<file path="src/rtl/frac_sad_grid_search.sv">
// ---------------------------------------------------------------------------
// frac_sad_grid_search
//
// Accumulates per-candidate line SADs over a block of BLK_H lines, then scans
// the GRID_W x GRID_H candidate grid one candidate per cycle for the minimum.
// The winning motion vector and its accumulated SAD are held on a
// valid/ready output until the consumer takes them.
//
// Ports:
//   clk        in   clock
//   reset      in   asynchronous, active-high
//   in_valid   in   line_sad beat valid
//   in_ready   out  block can accept a beat (IDLE/ACC only)
//   line_sad   in   NCAND*LINE_SAD_W; candidate k=y*GRID_W+x at
//                   bits [k*LINE_SAD_W +: LINE_SAD_W]
//   out_valid  out  result valid (RSLT)
//   out_ready  in   consumer takes result
//   best_sad   out  SAD_W accumulated SAD of the winner
//   best_mvx   out  XW winner column
//   best_mvy   out  YW winner row
//   lambda     in   4-bit MV cost weight (only when MV_COST_EN is defined)
//
// Optional feature macro: MV_COST_EN
//   When defined, the search key becomes
//   sad + lambda*(|x-GRID_W/2| + |y-GRID_H/2|) in SAD_W+8 bits; best_sad
//   still reports the raw SAD of the winner.
// ---------------------------------------------------------------------------
module frac_sad_grid_search #(
    parameter int GRID_W     = 5,
    parameter int GRID_H     = 5,
    parameter int LINE_SAD_W = 12,
    parameter int BLK_H      = 8,
    localparam int NCAND     = GRID_W * GRID_H,
    localparam int SAD_W     = LINE_SAD_W + $clog2(BLK_H),
    localparam int XW        = (GRID_W > 1) ? $clog2(GRID_W) : 1,
    localparam int YW        = (GRID_H > 1) ? $clog2(GRID_H) : 1
) (
    input  logic                        clk,
    input  logic                        reset,
    input  logic                        in_valid,
    output logic                        in_ready,
    input  logic [NCAND*LINE_SAD_W-1:0] line_sad,
    output logic                        out_valid,
    input  logic                        out_ready,
    output logic [SAD_W-1:0]            best_sad,
    output logic [XW-1:0]               best_mvx,
    output logic [YW-1:0]               best_mvy
`ifdef MV_COST_EN
    ,
    input  logic [3:0]                  lambda
`endif
);

    localparam int IW = (NCAND > 1) ? $clog2(NCAND) : 1;
    localparam int CW = $clog2(BLK_H + 1);
`ifdef MV_COST_EN
    localparam int KW = SAD_W + 8;
`else
    localparam int KW = SAD_W;
`endif

    localparam logic [CW-1:0] LAST_CNT = CW'(BLK_H - 1);
    localparam logic [IW-1:0] LAST_IDX = IW'(NCAND - 1);
    localparam logic [XW-1:0] LAST_COL = XW'(GRID_W - 1);

    typedef enum logic [1:0] {IDLE, ACC, SRCH, RSLT} state_t;

    state_t            r_state;
    state_t            w_state_nxt;

    logic [SAD_W-1:0]  r_acc [NCAND];
    logic [CW-1:0]     r_cnt;

    // Search cursor: column/row counters track idx so no divider is needed.
    logic [IW-1:0]     r_idx;
    logic [XW-1:0]     r_col;
    logic [YW-1:0]     r_row;

    // Running best during the scan; published to best_* only at the end.
    logic [SAD_W-1:0]  r_cur_sad;
    logic [KW-1:0]     r_cur_key;
    logic [XW-1:0]     r_cur_x;
    logic [YW-1:0]     r_cur_y;

    logic [SAD_W-1:0]  r_best_sad;
    logic [XW-1:0]     r_best_mvx;
    logic [YW-1:0]     r_best_mvy;

    logic              w_accept;
    logic [SAD_W-1:0]  w_cand;
    logic [KW-1:0]     w_key;
    logic              w_take;

`ifdef MV_COST_EN
    // Manhattan distance of (x,y) from the grid centre.
    function automatic logic [7:0] mv_dist(input logic [XW-1:0] x,
                                           input logic [YW-1:0] y);
        logic [7:0] xv, yv, cx, cy, dx, dy;
        xv = 8'(x);
        yv = 8'(y);
        cx = 8'(GRID_W / 2);
        cy = 8'(GRID_H / 2);
        dx = (xv >= cx) ? (xv - cx) : (cx - xv);
        dy = (yv >= cy) ? (yv - cy) : (cy - yv);
        return dx + dy;
    endfunction
`endif

    assign w_accept = in_valid && in_ready;
    assign w_cand   = r_acc[r_idx];

`ifdef MV_COST_EN
    assign w_key = KW'(w_cand) + KW'(lambda) * KW'(mv_dist(r_col, r_row));
`else
    assign w_key = w_cand;
`endif

    // idx 0 always seeds the best; later candidates need strictly lower key,
    // so ties keep the lowest index.
    assign w_take = (r_idx == '0) || (w_key < r_cur_key);

    assign best_sad = r_best_sad;
    assign best_mvx = r_best_mvx;
    assign best_mvy = r_best_mvy;

    always_ff @(posedge clk or posedge reset) begin
        if (reset) begin
            r_state <= IDLE;
        end else begin
            r_state <= w_state_nxt;
        end
    end

    always_comb begin
        w_state_nxt = r_state;
        in_ready    = 1'b0;
        out_valid   = 1'b0;
        case (r_state)
            IDLE: begin
                in_ready = 1'b1;
                if (w_accept) begin
                    w_state_nxt = (BLK_H == 1) ? SRCH : ACC;
                end
            end
            ACC: begin
                in_ready = 1'b1;
                if (w_accept && (r_cnt == LAST_CNT)) begin
                    w_state_nxt = SRCH;
                end
            end
            SRCH: begin
                if (r_idx == LAST_IDX) begin
                    w_state_nxt = RSLT;
                end
            end
            RSLT: begin
                out_valid = 1'b1;
                if (out_ready) begin
                    w_state_nxt = IDLE;
                end
            end
            default: w_state_nxt = IDLE;
        endcase
    end

    always_ff @(posedge clk or posedge reset) begin
        if (reset) begin
            for (int k = 0; k < NCAND; k++) begin
                r_acc[k] <= '0;
            end
            r_cnt      <= '0;
            r_idx      <= '0;
            r_col      <= '0;
            r_row      <= '0;
            r_cur_sad  <= '0;
            r_cur_key  <= '0;
            r_cur_x    <= '0;
            r_cur_y    <= '0;
            r_best_sad <= '0;
            r_best_mvx <= '0;
            r_best_mvy <= '0;
        end else begin
            case (r_state)
                // ---- accumulate: first beat loads, later beats add ----
                IDLE: begin
                    if (w_accept) begin
                        for (int k = 0; k < NCAND; k++) begin
                            r_acc[k] <= SAD_W'(line_sad[k*LINE_SAD_W +: LINE_SAD_W]);
                        end
                        r_cnt <= CW'(1);
                        r_idx <= '0;
                        r_col <= '0;
                        r_row <= '0;
                    end
                end
                ACC: begin
                    if (w_accept) begin
                        for (int k = 0; k < NCAND; k++) begin
                            r_acc[k] <= r_acc[k] + SAD_W'(line_sad[k*LINE_SAD_W +: LINE_SAD_W]);
                        end
                        r_cnt <= r_cnt + CW'(1);
                    end
                end
                // ---- search: one candidate per cycle ----
                SRCH: begin
                    if (w_take) begin
                        r_cur_sad <= w_cand;
                        r_cur_key <= w_key;
                        r_cur_x   <= r_col;
                        r_cur_y   <= r_row;
                    end
                    if (r_idx == LAST_IDX) begin
                        r_best_sad <= w_take ? w_cand : r_cur_sad;
                        r_best_mvx <= w_take ? r_col  : r_cur_x;
                        r_best_mvy <= w_take ? r_row  : r_cur_y;
                        r_idx      <= '0;
                        r_col      <= '0;
                        r_row      <= '0;
                    end else begin
                        r_idx <= r_idx + IW'(1);
                        if (r_col == LAST_COL) begin
                            r_col <= '0;
                            r_row <= r_row + YW'(1);
                        end else begin
                            r_col <= r_col + XW'(1);
                        end
                    end
                end
                default: begin
                end
            endcase
        end
    end

endmodule

</file>
<file path="config.mk">
export PLATFORM = sky130hd
export DESIGN_NAME = frac_sad_grid_search
export DESIGN_NICKNAME = d
export VERILOG_FILES = /design/src/rtl/frac_sad_grid_search.sv
export SDC_FILE = /design/constraint.sdc
export NUM_CORES = 2
export LEC_CHECK = 0
export BUFFER_PORTS_ARGS = -buffer_cell sky130_fd_sc_hd__buf_2
export CAP_MARGIN = 10
export CORE_MARGIN = 3
export CORE_UTILIZATION = 56
export DETAILED_ROUTE_END_ITERATION = 6
export PLACE_DENSITY = 0.78
export SYNTH_ARGS = -nofsm -noshare
export SYNTH_HDL_FRONTEND = slang
export SYNTH_SLANG_ARGS = --single-unit
export TNS_END_PERCENT = 10
</file>
<file path="constraint.sdc">
create_clock -name clk -period 12.7 [get_ports clk]
set_input_delay 0.635 -clock clk [delete_from_list [all_inputs] [get_ports clk]]
set_output_delay 0.635 -clock clk [all_outputs]
set_load 0.03 [all_outputs]
</file>
==> run metrics <==
run status complete, no violations; RSZ-0062 raised after global routing no; # resized after CTS 0; global-route wire length before repair 186 mm; std cell rows 92; Final period util 0.461; worst-case vdd ir drop 0.000196 V; Clock Path Buffers 3; CTS root buf clkbuf_16; Clock Power Share 0.148; Setup TNS 0 ns; CTS Hold Bufs 0; synthesized instance count 4127; Reg clk slew, reported paths 0.06 ns; Net count, final 4988; Post-Syn Area 35900 um2; sequential power share 0.265; core area 63200 um2; Final HPWL DP 86.8 mm; final slew viol count 0; Power Dens Cells 277 nW/um2; CP startpoint r_idx[1]; setup bufs post-CTS 0; Final setup violation count 0; Psw 5.30 mW; hold violation count in the final report 0; Port Buf Inserts 326; WL final 121 mm; Fmax achieved 0.171 GHz; syn avg cell area 8.69 um2; die height 259 um; post-synthesis sequential area ratio 0.313; Reg2Reg Depth 12; Global Route Usage Sum 0.352; GPL Wtd Cong 0.980; Overall Power 11.1 mW; first-pass iteration count of the detailed router 6; vias per inst 6.59; Final ANT Viol Nets 0; DR WL/cell 23.1 um; Leak 17.5 nW; Layout Skew 0.0203 ns; CTS Buf Count 54; final critical-path required period 5.86 ns; Max-cap violations 0; Internal 5.77 mW; number of synthesized flops with an enable pin 0; synth unique cells 76; Hold Crit Class primary input to asynchronous set/reset pin; Mapped Nets 4781; clk_lat worst skew 0.63 ns; area growth from synthesis to layout 11.4%; largest net degree at the start of global routing 161; CP required 13.21 ns; ys async rst share 1.00; initial antenna violation count 5; worst endpoint data arrival time 6.36 ns; Setup crit start kind flip-flop; DRT iter0 DRCs 3315; worst-margin pin slew 1.13 ns; combinational fraction of design power 0.587; CP max FO 55; Max transition margin 0.247; FF+latch count, synth 449; Synth Warn # 0; sw frac 0.479; CTS tree yes; clk sink count 449; Vias 34404; crit path kind flip-flop to flip-flop; top_reg_cell synth dfrtp_1; vias in the first global route 31902; Worst R2R Start r_idx[1]; share of cells above drive strength 1 0.125; DRC errors left 0; nature of the critical path endpoint flip-flop; Starting Density 0.568; GR Overflow Total 0; H-tree Lvls 2; die area 67100 um2; I/O pins 327; die width 259 um
cells in the mapped netlist (14+ instances only):
master	count	area (um2)
nor3_1	54	270
nand2b_1	51	319
nor2b_1	40	250
a221oi_1	32	280
or3_1	32	200
buf_1	16	60.1
a211oi_1	58	435
dfrtp_1	449	11200
buf_2	19	95.1
nand2_1	234	878
mux4_2	59	1330
nor2_1	442	1660
nand3_1	72	360
o21ai_1	16	80.1
and3_1	55	344
fa_1	25	500
nand4_1	27	169
o21a_1	79	593
a21o_1	54	405
o311ai_0	14	123
inv_1	157	589
xnor2_1	114	998
o31ai_1	47	353
a22oi_1	71	533
a31oi_1	48	300
a21oi_1	396	1980
xor2_1	84	736
ha_1	325	4070
o211ai_1	35	263
mux2i_1	115	1150
clkbuf_1	161	604
o21ai_0	372	1860
o22ai_1	158	988
kinds of logic after synthesis:
group | after synthesis | synth area share
AO/OA/AOI/OAI | 1512 | 0.262
AND/OR/NAND/NOR | 1071 | 0.137
flip-flops | 449 | 0.313
buffers and inverters | 366 | 0.0405
adder cells (fa/ha/maj) | 350 | 0.127
XOR/XNOR | 198 | 0.0483
multiplexers | 181 | 0.0713
cell type report:
| class | instances | area (um2) |
|---|---|---|
| multi-input cells | 3312 | 23300 |
| fillers | 5345 | 23300 |
| flip-flops and latches | 449 | 11200 |
| repair buffers | 358 | 1930 |
| clock buffers | 75 | 1590 |
| well taps | 846 | 1060 |
| inverters | 159 | 606 |
| clock inverters | 21 | 251 |
| diodes | 2 | 5.00 |
power by group through the flow:
stage                     Combinational, mW  Sequential, mW  Clock, mW
after detailed placement               6.34            2.89          0
after global routing                   7.22            2.96       1.70
final                                  6.49            2.94       1.63
after CTS                              6.39            2.87       1.65
after global placement                 6.17            2.89          0
after floorplan                        5.05            2.46          0
worst paths after layout:
kind / slack (ns) / endpoint
min in group clk: 0.28 / r_acc[295]
worst max register to register: 6.84 / r_cur_x[2]
worst min register to register: 0.49 / r_cur_x[0]
worst max-delay path: 6.84 / r_cur_x[2]
worst min-delay path: 0.16 / r_acc[16]
max in group asynchronous: 9.57 / r_acc[8]
cells in the final DEF (no fill, tap or decap), types with 14 or more instances in the layout:
master     instances
nor2_1           440
nand2_1          231
mux2i_1          115
nor3_1            54
o311ai_0          14
a211oi_1          58
or3_1             32
o21a_1            79
xor2_1            84
buf_2            325
o22ai_1          158
a22oi_1           71
nor2b_1           40
dfrtp_1          446
mux4_2            59
o211ai_1          35
a21oi_1          395
clkbuf_16         57
nand2b_1          51
nand3_1           72
inv_1            155
o31ai_1           47
o21ai_1           16
a21o_1            54
o21ai_0          371
and3_1            55
buf_4             28
a221oi_1          32
fa_1              25
a31oi_1           48
ha_1             324
xnor2_1          114
nand4_1           27
critical path: stages (launching register included):
cell and delay, ns:
dfrtp_4 0.70, buf_4 0.71, or4b_1 0.55, o22ai_1 0.19, a221oi_1 0.39, o311ai_0 0.33, ha_1 0.38, nand4_1 0.13
a311o_1 0.39, or4_1 0.58, o221ai_2 0.29, a211o_2 0.66, mux2_2 0.41
through the flow:
stage                     hold WS, ns  instances  area, um2   util  worst slack, ns
after global routing            0.224       5221      39900  0.632             6.54
after CTS                       0.177       5220      39900  0.632             6.88
after global placement          0.462       5124      38100  0.603             7.00
final                           0.163       5222      39900  0.632             6.84
after detailed placement        0.482       5124      38100  0.603             6.92
after floorplan                 0.449       4127      35900      -             5.99
state kept, by name, summed over array words and instances, names as in the netlist:
name and flops:
best_mvx 3, best_mvy 3, best_sad 15, r_acc 375, r_cnt 4, r_col 3, r_cur_key 15, r_cur_sad 15
r_cur_x 3, r_cur_y 3, r_idx 5, r_row 3, r_state 2
metal layers:
metal,part of all wire,up-vias,track usage,wire (um)
li1,-,15870,-,-
met1,0.40,16536,0.487,48600
met2,0.44,1706,0.536,53200
met3,0.11,286,0.0664,13000
met4,0.049,6,0.163,5960
met5,0.00030,-,0,36
Note: power is estimated with default switching activity, not from simulation.
